==> config.mk <==
export PLATFORM = sky130hd
export DESIGN_NAME = uart_core
export DESIGN_NICKNAME = d
export VERILOG_FILES = /design/src/rtl/uart_pkg.sv /design/src/rtl/uart_fifo.sv /design/src/rtl/uart_core.sv
export SDC_FILE = /design/constraint.sdc
export NUM_CORES = 1
export LEC_CHECK = 0
export ABC_AREA = 1
export CORE_ASPECT_RATIO = 0.8
export CORE_MARGIN = 2
export CORE_UTILIZATION = 55
export CTS_CLUSTER_DIAMETER = 80
export CTS_CLUSTER_SIZE = 25
export DETAILED_ROUTE_END_ITERATION = 8
export PLACE_DENSITY = 0.76
export REMOVE_ABC_BUFFERS = 1
export SYNTH_ARGS = -nofsm -noshare
export SYNTH_HDL_FRONTEND = slang
export SYNTH_HIERARCHICAL = 1
export SYNTH_SLANG_ARGS = --single-unit
==> constraint.sdc <==
create_clock -name clk -period 2.5 [get_ports clk]
set_input_delay 0.5 -clock clk [delete_from_list [all_inputs] [get_ports clk]]
set_output_delay 0.5 -clock clk [all_outputs]
set_load 0.05 [all_outputs]
==> src/rtl/uart_pkg.sv <==
// Shared types and helpers for the UART core: FSM state encodings, the
// oversampling constant and elaboration-time configuration checks.
package uart_pkg;

    localparam int TICKS_PER_BIT = 4;
    localparam int PHASE_W       = $clog2(TICKS_PER_BIT);

    typedef enum logic [2:0] {
        TX_IDLE,
        TX_WAIT,
        TX_START,
        TX_DATA,
        TX_PARITY,
        TX_STOP
    } tx_state_t;

    typedef enum logic [2:0] {
        RX_IDLE,
        RX_START,
        RX_DATA,
        RX_PARITY,
        RX_STOP
    } rx_state_t;

    function automatic int calc_div(input int freq, input int baud);
        return freq / (baud * TICKS_PER_BIT);
    endfunction

    function automatic bit cfg_ok(input int freq, input int baud, input int data_bits,
                                  input int stop_bits, input int depth);
        return (calc_div(freq, baud) >= 2) &&
               (data_bits >= 5) && (data_bits <= 8) &&
               ((stop_bits == 1) || (stop_bits == 2)) &&
               (depth >= 2) && ((depth & (depth - 1)) == 0);
    endfunction

endpackage

==> src/rtl/uart_fifo.sv <==
// Synchronous FIFO with a registered head word; push and pop may share a cycle,
// including when full (the pop frees the slot the push fills).
module uart_fifo #(
    parameter int WIDTH = 8,
    parameter int DEPTH = 8
) (
    input  logic             clk,
    input  logic             res,
    input  logic             push,
    input  logic [WIDTH-1:0] din,
    input  logic             pop,
    output logic [WIDTH-1:0] dout,
    output logic             empty,
    output logic             full
);

    localparam int PTR_W = $clog2(DEPTH);
    localparam int CNT_W = $clog2(DEPTH + 1);
    localparam logic [CNT_W-1:0] CNT_FULL = CNT_W'(DEPTH);
    localparam logic [CNT_W-1:0] CNT_ONE  = CNT_W'(1);

    logic [WIDTH-1:0] mem [DEPTH];
    logic [PTR_W-1:0] wr_ptr;
    logic [PTR_W-1:0] rd_ptr;
    logic [CNT_W-1:0] count;
    logic             do_push;
    logic             do_pop;

    assign empty   = (count == '0);
    assign full    = (count == CNT_FULL);
    assign do_pop  = pop && !empty;
    assign do_push = push && (!full || do_pop);

    always_ff @(posedge clk) begin
        if (do_push) begin
            mem[wr_ptr] <= din;
        end
    end

    always_ff @(posedge clk) begin
        if (res) begin
            wr_ptr <= '0;
            rd_ptr <= '0;
            count  <= '0;
            dout   <= '0;
        end else begin
            if (do_push) begin
                wr_ptr <= wr_ptr + PTR_W'(1);
            end
            if (do_pop) begin
                rd_ptr <= rd_ptr + PTR_W'(1);
            end
            case ({do_push, do_pop})
                2'b10:   count <= count + CNT_W'(1);
                2'b01:   count <= count - CNT_W'(1);
                default: count <= count;
            endcase
            // Head tracks what rd_ptr will point at after this edge; an incoming
            // word bypasses memory when it becomes the new head.
            if ((empty && do_push) || (do_pop && do_push && count == CNT_ONE)) begin
                dout <= din;
            end else if (do_pop && count != CNT_ONE) begin
                dout <= mem[rd_ptr + PTR_W'(1)];
            end
        end
    end

endmodule

==> src/rtl/uart_core.sv <==
// UART core: free-running baud tick (4 per bit), transmitter, 4x-oversampled
// receiver and RX FIFO. Optional parity bit enabled by defining UART_PARITY_EN.
module uart_core
    import uart_pkg::*;
#(
    parameter int FREQUENCY     = 11059200,
    parameter int BAUD          = 9600,
    parameter int DATA_BITS     = 8,
    parameter int STOP_BITS     = 1,
    parameter int RX_FIFO_DEPTH = 8
`ifdef UART_PARITY_EN
    ,
    parameter bit PARITY_ODD    = 1'b0
`endif
) (
    input  logic                 clk,
    input  logic                 res,
    input  logic                 rx,
    output logic                 tx,
    input  logic [DATA_BITS-1:0] tx_data,
    input  logic                 tx_valid,
    output logic                 tx_ready,
    output logic [DATA_BITS-1:0] rx_data,
    output logic                 rx_valid,
    input  logic                 rx_ready,
`ifdef UART_PARITY_EN
    output logic                 rx_parity_err,
`endif
    output logic                 rx_frame_err,
    output logic                 rx_overrun
);

    localparam int DIV   = calc_div(FREQUENCY, BAUD);
    localparam int DIV_W = (DIV < 2) ? 1 : $clog2(DIV);
    localparam int BIT_W = $clog2(DATA_BITS);
    localparam logic [DIV_W-1:0]   DIV_LAST    = DIV_W'(DIV - 1);
    localparam logic [BIT_W-1:0]   DATA_LAST   = BIT_W'(DATA_BITS - 1);
    localparam logic [BIT_W-1:0]   STOP_LAST   = BIT_W'(STOP_BITS - 1);
    localparam logic [PHASE_W-1:0] PHASE_LAST  = PHASE_W'(TICKS_PER_BIT - 1);
    localparam logic [PHASE_W-1:0] START_PHASE = PHASE_W'(1);

    if (!cfg_ok(FREQUENCY, BAUD, DATA_BITS, STOP_BITS, RX_FIFO_DEPTH)) begin : g_bad_cfg
        $error("uart_core: unsupported FREQUENCY/BAUD/DATA_BITS/STOP_BITS/RX_FIFO_DEPTH");
    end

    logic [DIV_W-1:0] div_cnt;
    logic             tick;

    always_ff @(posedge clk) begin
        if (res) begin
            div_cnt <= '0;
        end else if (div_cnt == DIV_LAST) begin
            div_cnt <= '0;
        end else begin
            div_cnt <= div_cnt + DIV_W'(1);
        end
    end

    assign tick = (div_cnt == DIV_LAST);

    // ---------------- transmitter ----------------
    tx_state_t            tx_state;
    tx_state_t            tx_next;
    logic [PHASE_W-1:0]   tx_phase;
    logic [BIT_W-1:0]     tx_bit;
    logic [DATA_BITS-1:0] tx_shift;
    logic                 tx_bit_end;
`ifdef UART_PARITY_EN
    logic                 tx_par;
`endif

    assign tx_bit_end = tick && (tx_phase == PHASE_LAST);

    always_ff @(posedge clk) begin
        if (res) begin
            tx_state <= TX_IDLE;
        end else begin
            tx_state <= tx_next;
        end
    end

    always_comb begin
        tx_next = tx_state;
        case (tx_state)
            TX_IDLE:   if (tx_valid) tx_next = TX_WAIT;
            TX_WAIT:   if (tick) tx_next = TX_START;
            TX_START:  if (tx_bit_end) tx_next = TX_DATA;
            TX_DATA: begin
                if (tx_bit_end && tx_bit == DATA_LAST) begin
`ifdef UART_PARITY_EN
                    tx_next = TX_PARITY;
`else
                    tx_next = TX_STOP;
`endif
                end
            end
            TX_PARITY: if (tx_bit_end) tx_next = TX_STOP;
            TX_STOP:   if (tx_bit_end && tx_bit == STOP_LAST) tx_next = TX_IDLE;
            default:   tx_next = TX_IDLE;
        endcase
    end

    always_comb begin
        tx_ready = (tx_state == TX_IDLE);
        case (tx_state)
            TX_START:  tx = 1'b0;
            TX_DATA:   tx = tx_shift[0];
`ifdef UART_PARITY_EN
            TX_PARITY: tx = tx_par;
`endif
            default:   tx = 1'b1;
        endcase
    end

    always_ff @(posedge clk) begin
        if (res) begin
            tx_phase <= '0;
            tx_bit   <= '0;
        end else begin
            if (tx_state == TX_IDLE || tx_state == TX_WAIT) begin
                tx_phase <= '0;
            end else if (tick) begin
                tx_phase <= tx_phase + PHASE_W'(1);
            end
            if (tx_next != tx_state) begin
                tx_bit <= '0;
            end else if (tx_bit_end) begin
                tx_bit <= tx_bit + BIT_W'(1);
            end
        end
    end

    always_ff @(posedge clk) begin
        if (tx_state == TX_IDLE && tx_valid) begin
            tx_shift <= tx_data;
`ifdef UART_PARITY_EN
            tx_par   <= (^tx_data) ^ PARITY_ODD;
`endif
        end else if (tx_state == TX_DATA && tx_bit_end) begin
            tx_shift <= tx_shift >> 1;
        end
    end

    // ---------------- receiver ----------------
    logic                 rx_p0;
    logic                 rx_p1;
    rx_state_t            rx_state;
    rx_state_t            rx_next;
    logic [PHASE_W-1:0]   rx_phase;
    logic [BIT_W-1:0]     rx_bit;
    logic [DATA_BITS-1:0] rx_shift;
    logic                 rx_sample;
    logic                 rx_push;
    logic                 frame_err_d;
    logic                 fifo_empty;
    logic                 fifo_full;
`ifdef UART_PARITY_EN
    logic                 rx_par_bit;
    logic                 parity_err_d;
`endif

    always_ff @(posedge clk) begin
        if (res) begin
            rx_p0 <= 1'b1;
            rx_p1 <= 1'b1;
        end else begin
            rx_p0 <= rx;
            rx_p1 <= rx_p0;
        end
    end

    // START re-checks the line two ticks in (mid start bit); later bits are 4 ticks apart.
    assign rx_sample = tick && ((rx_state == RX_START) ? (rx_phase == START_PHASE)
                                                       : (rx_phase == PHASE_LAST));

    always_ff @(posedge clk) begin
        if (res) begin
            rx_state <= RX_IDLE;
        end else begin
            rx_state <= rx_next;
        end
    end

    always_comb begin
        rx_next = rx_state;
        case (rx_state)
            RX_IDLE:   if (tick && !rx_p1) rx_next = RX_START;
            RX_START:  if (rx_sample) rx_next = rx_p1 ? RX_IDLE : RX_DATA;
            RX_DATA: begin
                if (rx_sample && rx_bit == DATA_LAST) begin
`ifdef UART_PARITY_EN
                    rx_next = RX_PARITY;
`else
                    rx_next = RX_STOP;
`endif
                end
            end
            RX_PARITY: if (rx_sample) rx_next = RX_STOP;
            RX_STOP:   if (rx_sample) rx_next = RX_IDLE;
            default:   rx_next = RX_IDLE;
        endcase
    end

    always_comb begin
        rx_push      = (rx_state == RX_STOP) && rx_sample && rx_p1;
        frame_err_d  = (rx_state == RX_STOP) && rx_sample && !rx_p1;
`ifdef UART_PARITY_EN
        parity_err_d = (rx_state == RX_STOP) && rx_sample &&
                       (rx_par_bit != ((^rx_shift) ^ PARITY_ODD));
`endif
    end

    always_ff @(posedge clk) begin
        if (res) begin
            rx_phase <= '0;
            rx_bit   <= '0;
        end else begin
            if (rx_next != rx_state) begin
                rx_phase <= '0;
            end else if (tick && rx_state != RX_IDLE) begin
                rx_phase <= rx_phase + PHASE_W'(1);
            end
            if (rx_next != rx_state) begin
                rx_bit <= '0;
            end else if (rx_sample && rx_state == RX_DATA) begin
                rx_bit <= rx_bit + BIT_W'(1);
            end
        end
    end

    always_ff @(posedge clk) begin
        if (rx_state == RX_DATA && rx_sample) begin
            rx_shift <= {rx_p1, rx_shift[DATA_BITS-1:1]};
        end
`ifdef UART_PARITY_EN
        if (rx_state == RX_PARITY && rx_sample) begin
            rx_par_bit <= rx_p1;
        end
`endif
    end

    always_ff @(posedge clk) begin
        if (res) begin
            rx_frame_err  <= 1'b0;
            rx_overrun    <= 1'b0;
`ifdef UART_PARITY_EN
            rx_parity_err <= 1'b0;
`endif
        end else begin
            rx_frame_err  <= frame_err_d;
            rx_overrun    <= rx_push && fifo_full && !rx_ready;
`ifdef UART_PARITY_EN
            rx_parity_err <= parity_err_d;
`endif
        end
    end

    uart_fifo #(
        .WIDTH(DATA_BITS),
        .DEPTH(RX_FIFO_DEPTH)
    ) u_rx_fifo (
        .clk  (clk),
        .res  (res),
        .push (rx_push),
        .din  (rx_shift),
        .pop  (rx_ready),
        .dout (rx_data),
        .empty(fifo_empty),
        .full (fifo_full)
    );

    assign rx_valid = !fifo_empty;

endmodule

# Word-level counts from Yosys, hierarchy flattened
# Memory sizes are Yosys's and may differ from the RTL's.
# Index checks and enable logic that the tools add are counted.
# op_classes
add_sub_neg	9
eq_ne	22
n_mux	23
n_reduce_logical	40
# ops
cell	n
two-way mux 3 bit	11
two-way mux 8 bit	4
logical AND 1 bit	21
one-hot mux 3 bit (6 select lines)	1
equality test 3 bit, second input constant	5
one-hot mux 3 bit (5 select lines)	1
adder 3 x 1 -> 3 bit, second input constant	4
equality test 3 x 2 -> 1 bit, second input constant	4
adder 9 x 1 -> 9 bit, second input constant	1
equality test 9 bit, second input constant	1
logical NOT 3 bit	3
one-hot mux 4 bit (2 select lines)	1
OR reduction 2 bit	4
equality test 2 bit, second input constant	3
equality test 3 x 1 -> 1 bit, second input constant	2
inequality test 3 bit	2
nonzero test 2 bit	3
adder 2 x 1 -> 2 bit, second input constant	2
adder 4 x 1 -> 4 bit, second input constant	1
equality test 2 x 1 -> 1 bit, second input constant	2
equality test 4 x 1 -> 1 bit, second input constant	1
equality test 4 bit, second input constant	1
logical NOT 1 bit	4
logical NOT 4 bit	1
7 further kinds	11
# word_totals
ff_bits	63
ramBits	64
input_bits	13
out_inout_bits	13
word_cells	112
mem_count	1
# mem_list
memory	words	word_bits	rd	rd_clocked_by_memory_dff	write_ports	line_no	rtl
u_rx_fifo.mem	8	8	1	0	1	uart_fifo.sv:22	logic [WIDTH-1:0] mem [DEPTH];

# Longest topological paths before layout
# Gate-level depths: netlist (run 1).
# depth
ltp_word	10
mapped_depth	16
ltp_nobuf	15

# Cells and area by module
# The synthesis (run 1) kept the hierarchy.
# by_module_without_submodules
mod	n_inst	cells_per_inst	area_each_um2	seq_area_each_um2
uart_fifo	1	439	3910.0	2282.2
uart_core	1	238	2105.8	1061.0

# Worst setup path before layout (run 1)
# No wires, ideal clock.
# synth_path
path_type	register to register
startpoint	register div_cnt[0]
endpoint	memory u_rx_fifo.mem[1][0], enable pin
setup_ns	0.370
t_arrival_ns	2.307
path_slack_ns	-0.177
stages_incl_launch_ff	14
period_less_slack_ns	2.677
path_cell_list	dfxtp_1 > ha_1 > nand2_2 > nor2_4 > nand2_4 > nor2_8 > nand2_4 > nor3_2 > inv_1 > a21oi_2 > inv_2 > nor2_1 > inv_2 > nor2_1
# synth_via
elab_chain_len	7
# synth_rtl
item	line_no	rtl
start, declared	uart_core.sv:46	logic [DIV_W-1:0] div_cnt;
start signal, assigned	uart_core.sv:55	div_cnt <= div_cnt + DIV_W'(1);
equality test 9 bit	uart_core.sv:59	assign tick = (div_cnt == DIV_LAST);
logical AND 1 bit	uart_core.sv:173	assign rx_sample = tick && ((rx_state == RX_START) ? (rx_phase == START_PHASE)
logical AND 1 bit (2 in a row)	uart_core.sv:205	rx_push = (rx_state == RX_STOP) && rx_sample && rx_p1;
net rx_push	uart_core.sv:153	logic rx_push;
logical AND 1 bit	uart_fifo.sv:32	assign do_push = push && (!full || do_pop);
two-way mux 1 bit	uart_fifo.sv:35	if (do_push) begin
two-way mux 1 bit (implied by the code)	uart_fifo.sv:36	mem[wr_ptr] <= din;
end, declared	uart_fifo.sv:22	
# The timed path passes the listed nets, and every way through them passes these cells.

# Final worst setup path (run 1)
# layout_path
startpoint	register tx_state[2]
endpoint	output tx
# layout_via
elab_chain_len	2
word_cells_on_any_way	3
cone_classes	eq/ne (2); mux (1)
# layout_rtl
item	line_no	rtl
start, declared	uart_core.sv:62	tx_state_t tx_state;
start signal, assigned	uart_core.sv:78	tx_state <= tx_next;
equality test 3 x 2 -> 1 bit	uart_core.sv:105	case (tx_state)
one-hot mux 1 bit (2 select lines) (*)	uart_core.sv:105	
end, declared	uart_core.sv:19	output logic tx,
# Mark *: on every way between the ends. The rest lies on a longest branch, timed or not.

==> results of run 1 <==
-- synth_stat cells (all sizes together) --
cell,count
a21oi,21
and2,1
a211oi,1
ha,12
a21o,1
a21boi,1
and3,1
buf,11
xnor2,4
mux2,7
or2,2
inv,133
nor2,57
o21ai,23
nor3,5
nor4,1
clkbuf,4
clkinv,1
o211ai,2
dfxtp,47
nand2,195
edfxtp,80
nand3,53
nand4,7
xor2,7
-- cells by family (layout without fill, tap and decap cells) --
group	count (synthesis)	count (layout)
and+or+nand+nor	322	322
buffers and inverters	149	211
DFF	127	127
AOI/OAI and AO/OA	49	49
adders and majority gates	12	12
xor gates and xnor gates	11	11
muxes	7	7
-- per-stage QoR --
stage | hold slack, ps | cells | TNS, ps
5_1_grt | 436.7 | 883 | 0
3_3_place_gp | 392.2 | 846 | 0
6_report | 415.0 | 883 | 0
4_1_cts | 420.5 | 878 | 0
2_1_floorplan | 389.5 | 662 | -7705
3_5_place_dp | 407.2 | 846 | 0
-- placed cells by master (no fill, tap or decap), drive strengths merged --
cell type	n
a211oi	1
a21boi	1
a21o	1
a21oi	21
and2	1
and3	1
buf	21
bufinv	1
clkbuf	18
clkdlybuf4s50	23
clkinv	5
clkinvlp	5
dfxtp	47
dlymetal6s2s	1
edfxtp	80
ha	12
inv	137
mux2	7
nand2	195
nand3	53
nand4	7
nor2	57
nor3	5
nor4	1
o211ai	2
o21ai	23
or2	2
xnor2	4
xor2	7
-- area by class of cell --
class	instances	area, um2	share of cell area
sequential	127	3344	0.4708
multi-input combinational	401	2111	0.2971
inverter	134	505.5	0.07115
clock buffer	18	429.2	0.06041
timing repair buffer	45	400.4	0.05636
tap	144	180.2	0.02536
clock inverter	14	133.9	0.01884
-- registers in the layout (all words and copies together), names as in the netlist, 3 cells and up --
register and flops:
div_cnt 9, rx_shift 8, tx_bit 3, rx_state 3
rx_bit 3, u_rx_fifo/count 4, u_rx_fifo/wr_ptr 3, tx_state 3
u_rx_fifo/rd_ptr 3, u_rx_fifo/dout 8, u_rx_fifo/mem 64, tx_shift 8
-- path summary, 6_finish.rpt --
check,from,end,cells past startpoint
worst min register to register,div_cnt[0],div_cnt[0],1
worst max-delay path,tx_state[2],tx,3
worst max register to register,div_cnt[0],u_rx_fifo/mem[6][4],12
worst min-delay path,div_cnt[0],div_cnt[0],1
-- routing by layer --
| metal | part of all wire | vias to the layer above |
|---|---|---|
| met3 | 0.059 | 15 |
| met2 | 0.46 | 120 |
| met4 | 0.014 | 0 |
| li1 | - | 2237 |
| met5 | 0 | - |
| met1 | 0.47 | 2057 |
-- report_power, final --
part           internal (W)  switching, W  leakage, nW
Sequential          0.00223    0.00000813         1.10
Combinational     0.0000456     0.0000503         1.83
Clock               0.00138      0.000929        0.260
-- worst max-delay path, cell delays in order (launching register included) --
cell and delay, ps:
dfxtp_1 380, inv_1 110, nand3_1 100, clkdlybuf4s50_1 820
-- repair_timing --
item                                    in CTS  in global routing
endpoints found under the setup margin       8                 73
hold buffers                                 0                  0
resized for setup                            1                  8
gates cloned                                 0                  0
setup buffers                                0                  5
pin swaps                                    0                  3
==> results.cfg, run 1 <==
[floorplan]
io_pins = 26
die-area_um2 = 11800
core_area_um2 = 10760
die_w_um = 120.9
die_h_um = 97.54
rows = 34
initial_core_util = 0.5589

[global_route]
grt-busiest-layer = met2
grt_max_degree = 35
grt.met1_usage = 0.3107
grt_util_met2 = 0.3284
grt_pass1_wl_um = 20100
use_met3 = 0.05692
grt_usage = 0.2209
globalRouteOverflowTotal = 0
antenna_found_initial = 0
grt_pass1_vias = 4207

[synth]
synth_compound_area_frac = 0.04597
synth_top_family_by_area = simple AND/OR/NAND/NOR gates
ys_seq_elements = 127
synthAdderAreaFrac = 0.02496
synth_area_per_cell_um2 = 8.886
synth_mux_area_frac = 0.01310
yosys.area.top_type = edfxtp_1
netlist_instances = 677
yosys.area_share.simple = 0.2444
synth_area_leaders = edfxtp_1 40%, dfxtp_1 16%, nand2_1 11%
yosysWarnings = 6
yosys.area.top_type_share = 0.3993
ys_types = 40
syn-cell-area_um2 = 6016
synth-seq-area-share = 0.5557
synthXorXnorAreaFrac = 0.01726

[detailed_routing]
avgRoutedWirePerCell_um = 13.96
dr.first_iter.drc_count = 493
dr.pass1.iters = 6
post-route-drc-count = 0
vias = 4429
drt_wl_total_um = 12330
antenna_left = 0
via_per_inst = 5.016

[final_layout]
nets = 751
drive_above_1_share = 0.1407
fill_cells = 836
final_cell_area_um2 = 7104
fin_util = 0.6601
antennaDiodeCount = 0
areaGrowthSynthToFinish_pct = 18.09

[clock_network]
ctsLongestPathBuffers = 2
clock-sinks = 127
htree_levels = 4
cts_tree = done
insertion_delay_ps = 410
cts_root_buffer = clkbuf_16
path_clk_slew_ps = 60
cts_buffers = 17

[setup_path]
cp.arrival_ps = 1820
startpoint_type = register
required_ps = 2000
worstSetupPathType = register to output port
worstPathMaxFanout = 4
r2r_slack_ps = 190
crit_path_end_kind = output port

[placed_design]
pre_cts_ws_ps = 15.73
place_area_um2 = 6469
dp_hpwl_um = 8440
place_congestion = 0.8823
io_buffers = 25

[timing]
rsz0062_at_grt = no
period_needed_ps = 2316
final-max-slew-violation-count = 0
fin_crit_sh = 0.9265
fmax_mhz = 431.7
skew_ps = 12.17
worstMarginPinSlew_ps = 1139
relSlewSlack = 0.2324
worst_slack_ps = 183.8
final-hold-violation-count = 0
finalSetupViolations = 0

[power]
fin_total_pwr_w = 0.004639
powerDensity_nw_per_um2 = 652.9
ir_drop_v = 0.0004141
leakage_nw = 3.197

[worst_hold_path]
hold_path.class = register to register

[status]
status = completed

[flow_run]
drv_cap = 0
(Power assumes the default switching activity.)
==> run 2: changes to the inputs <==
Settings changed: CORE_MARGIN 2 to 4, CTS_CLUSTER_SIZE 25 to 24.
==> run 2 against run 1 <==
  * Count of clock-buffer cells in the layout grew 4
  * Sequential share of layout area rose by 0.22 points
  * First-iteration DRC count is 3.4% lower
  * Cell area down 0.51%
  * Cell count shrank 0.68%
  * Critical path depth grew 11
  * Highest routed layer unchanged
  * Sequential power about the same
  * Maximum frequency shrank 1.7%
  * Clock power is essentially flat
  * Worst hold slack got worse by 9.6 ps
==> results.cfg, run 2 (synthesis gave the netlist of run 1 again) <==
[detailed_routing]
antenna_left = 0
top_layer = met4
dr.pass1.iters = 5
via_per_inst = 5.125
avgRoutedWirePerCell_um = 14.48
dr.first_iter.drc_count = 476
wl_met3_um = 934
drt_wl_total_um = 12700
vias = 4495
met2WireLength_um = 5936
post-route-drc-count = 0
wl_met1_um = 5476

[final_layout]
regMostFlops = u_rx_fifo/mem
most-common-layout-cells = 184 x nand2_1, 126 x inv_1, 80 x edfxtp_1, 48 x nand3_1
reg.largest.list = u_rx_fifo/mem (64), div_cnt (9)
antennaDiodeCount = 0
nets = 749
regArea_um2 = 3343
mostFrequentLayoutCell = nand2_1
drive_above_1_share = 0.1289
areaGrowthSynthToFinish_pct = 17.49
largest_reg_flops = 64
fin_util = 0.6766
fill_cells = 794
multi_input_area_um2 = 2108

[placed_design]
dp_hpwl_um = 8423
io_buffers = 25
pre_cts_ws_ps = 67.99
place_congestion = 0.8683

[power]
ir_drop_v = 0.0005276
leakage_nw = 3.203
powerDensity_nw_per_um2 = 655.2
fin_total_pwr_w = 0.004631

[floorplan]
die-area_um2 = 12690
die_h_um = 101.5
die_w_um = 124.9
core_area_um2 = 10450
rows = 33
initial_core_util = 0.5759
io_pins = 26

[timing]
fin_crit_sh = 0.9424
fmax_mhz = 424.5
worst_slack_ps = 144.0
worstMarginPinSlew_ps = 1045
skew_ps = 9.340
finalSetupViolations = 0
relSlewSlack = 0.2957
setup_tns_ps = 0
whs_ps = 405.4
final-max-slew-violation-count = 0
final-hold-violation-count = 0
period_needed_ps = 2356

[setup_path]
required_ps = 2620
crit_path_end_kind = register
cp.arrival_ps = 2470
worstPathMaxFanout = 8
worstSetupPathType = register to register
startpoint_type = register

[status]
status = completed

[global_route]
antenna_found_initial = 0
grt_usage = 0.2055
grt_max_degree = 35
grt_pass1_wl_um = 20510
globalRouteOverflowTotal = 0
grt_pass1_vias = 4279

[clock_network]
htree_levels = 4
cts_tree = done
insertion_delay_ps = 410
cts_buffers = 17
ctsLongestPathBuffers = 2
cts_root_buffer = clkbuf_16
clock-sinks = 127
path_clk_slew_ps = 50
cts_hold_buf = 0

[flow_run]
drv_cap = 0

[worst_hold_path]
hold_path.class = register to register
[run 2: cell count changes in the layout (fill, tap and decap cells not counted), sizes merged]
cell	change
bufinv	+1
clkbuf	+4
clkinv	+4
clkinvlp	-5
buf	-2
inv	-4
[run 2: per-stage QoR]
stage / instance area [um2] / instances
after floorplan: 5928 / 662
after global placement: 6464 / 842
after detailed placement: 6464 / 842
after global routing: 7068 / 877
after CTS: 7014 / 874
final: 7068 / 877
[run 2: cell type report]
cell class | instances | share of cell area
repair buffers | 43 | 0.05452
clock inverters | 10 | 0.01363
clock buffers | 22 | 0.06426
flip-flops and latches | 127 | 0.4730
multi-input cells | 401 | 0.2983
well taps | 140 | 0.02478
inverters | 134 | 0.07152
[run 2: power breakdown]
part	internal, W	leakage (nW)	switching [W]
sequential	0.00223	1.10	0.00000833
combinational	0.0000439	1.83	0.0000500
clock	0.00147	0.274	0.000830
[run 2: worst max-delay path: stages, from the launching register on]
cell	delay, ps
dfxtp_1	350
ha_2	200
nand2_2	70
nor2_4	150
nand2_4	90
nor2_8	120
nand2_4	60
nor3_2	150
inv_2	90
a21oi_4	200
inv_2	80
nor2_2	130
inv_2	80
nor2_1	110
buf_4	180
[run 2: per-layer routing]
metal,track usage,up-vias
met5,0,-
met4,0.09333,0
met3,0.06115,32
met2,0.3218,189
met1,0.2685,2050
li1,-,2224
[run 2: what timing repair did]
action,in CTS,in global routing
buffers inserted,0,3
gates resized for setup,0,7
setup endpoints to repair,0,72
[run 2: worst paths after layout]
kind               from                  end  slack (ps)  cells past startpoint
max          div_cnt[0]  u_rx_fifo/mem[1][3]         140                     14
min               rx_p0                rx_p1         410                      1
max reg2reg  div_cnt[0]  u_rx_fifo/mem[1][3]         140                     14
min reg2reg       rx_p0                rx_p1         410                      1
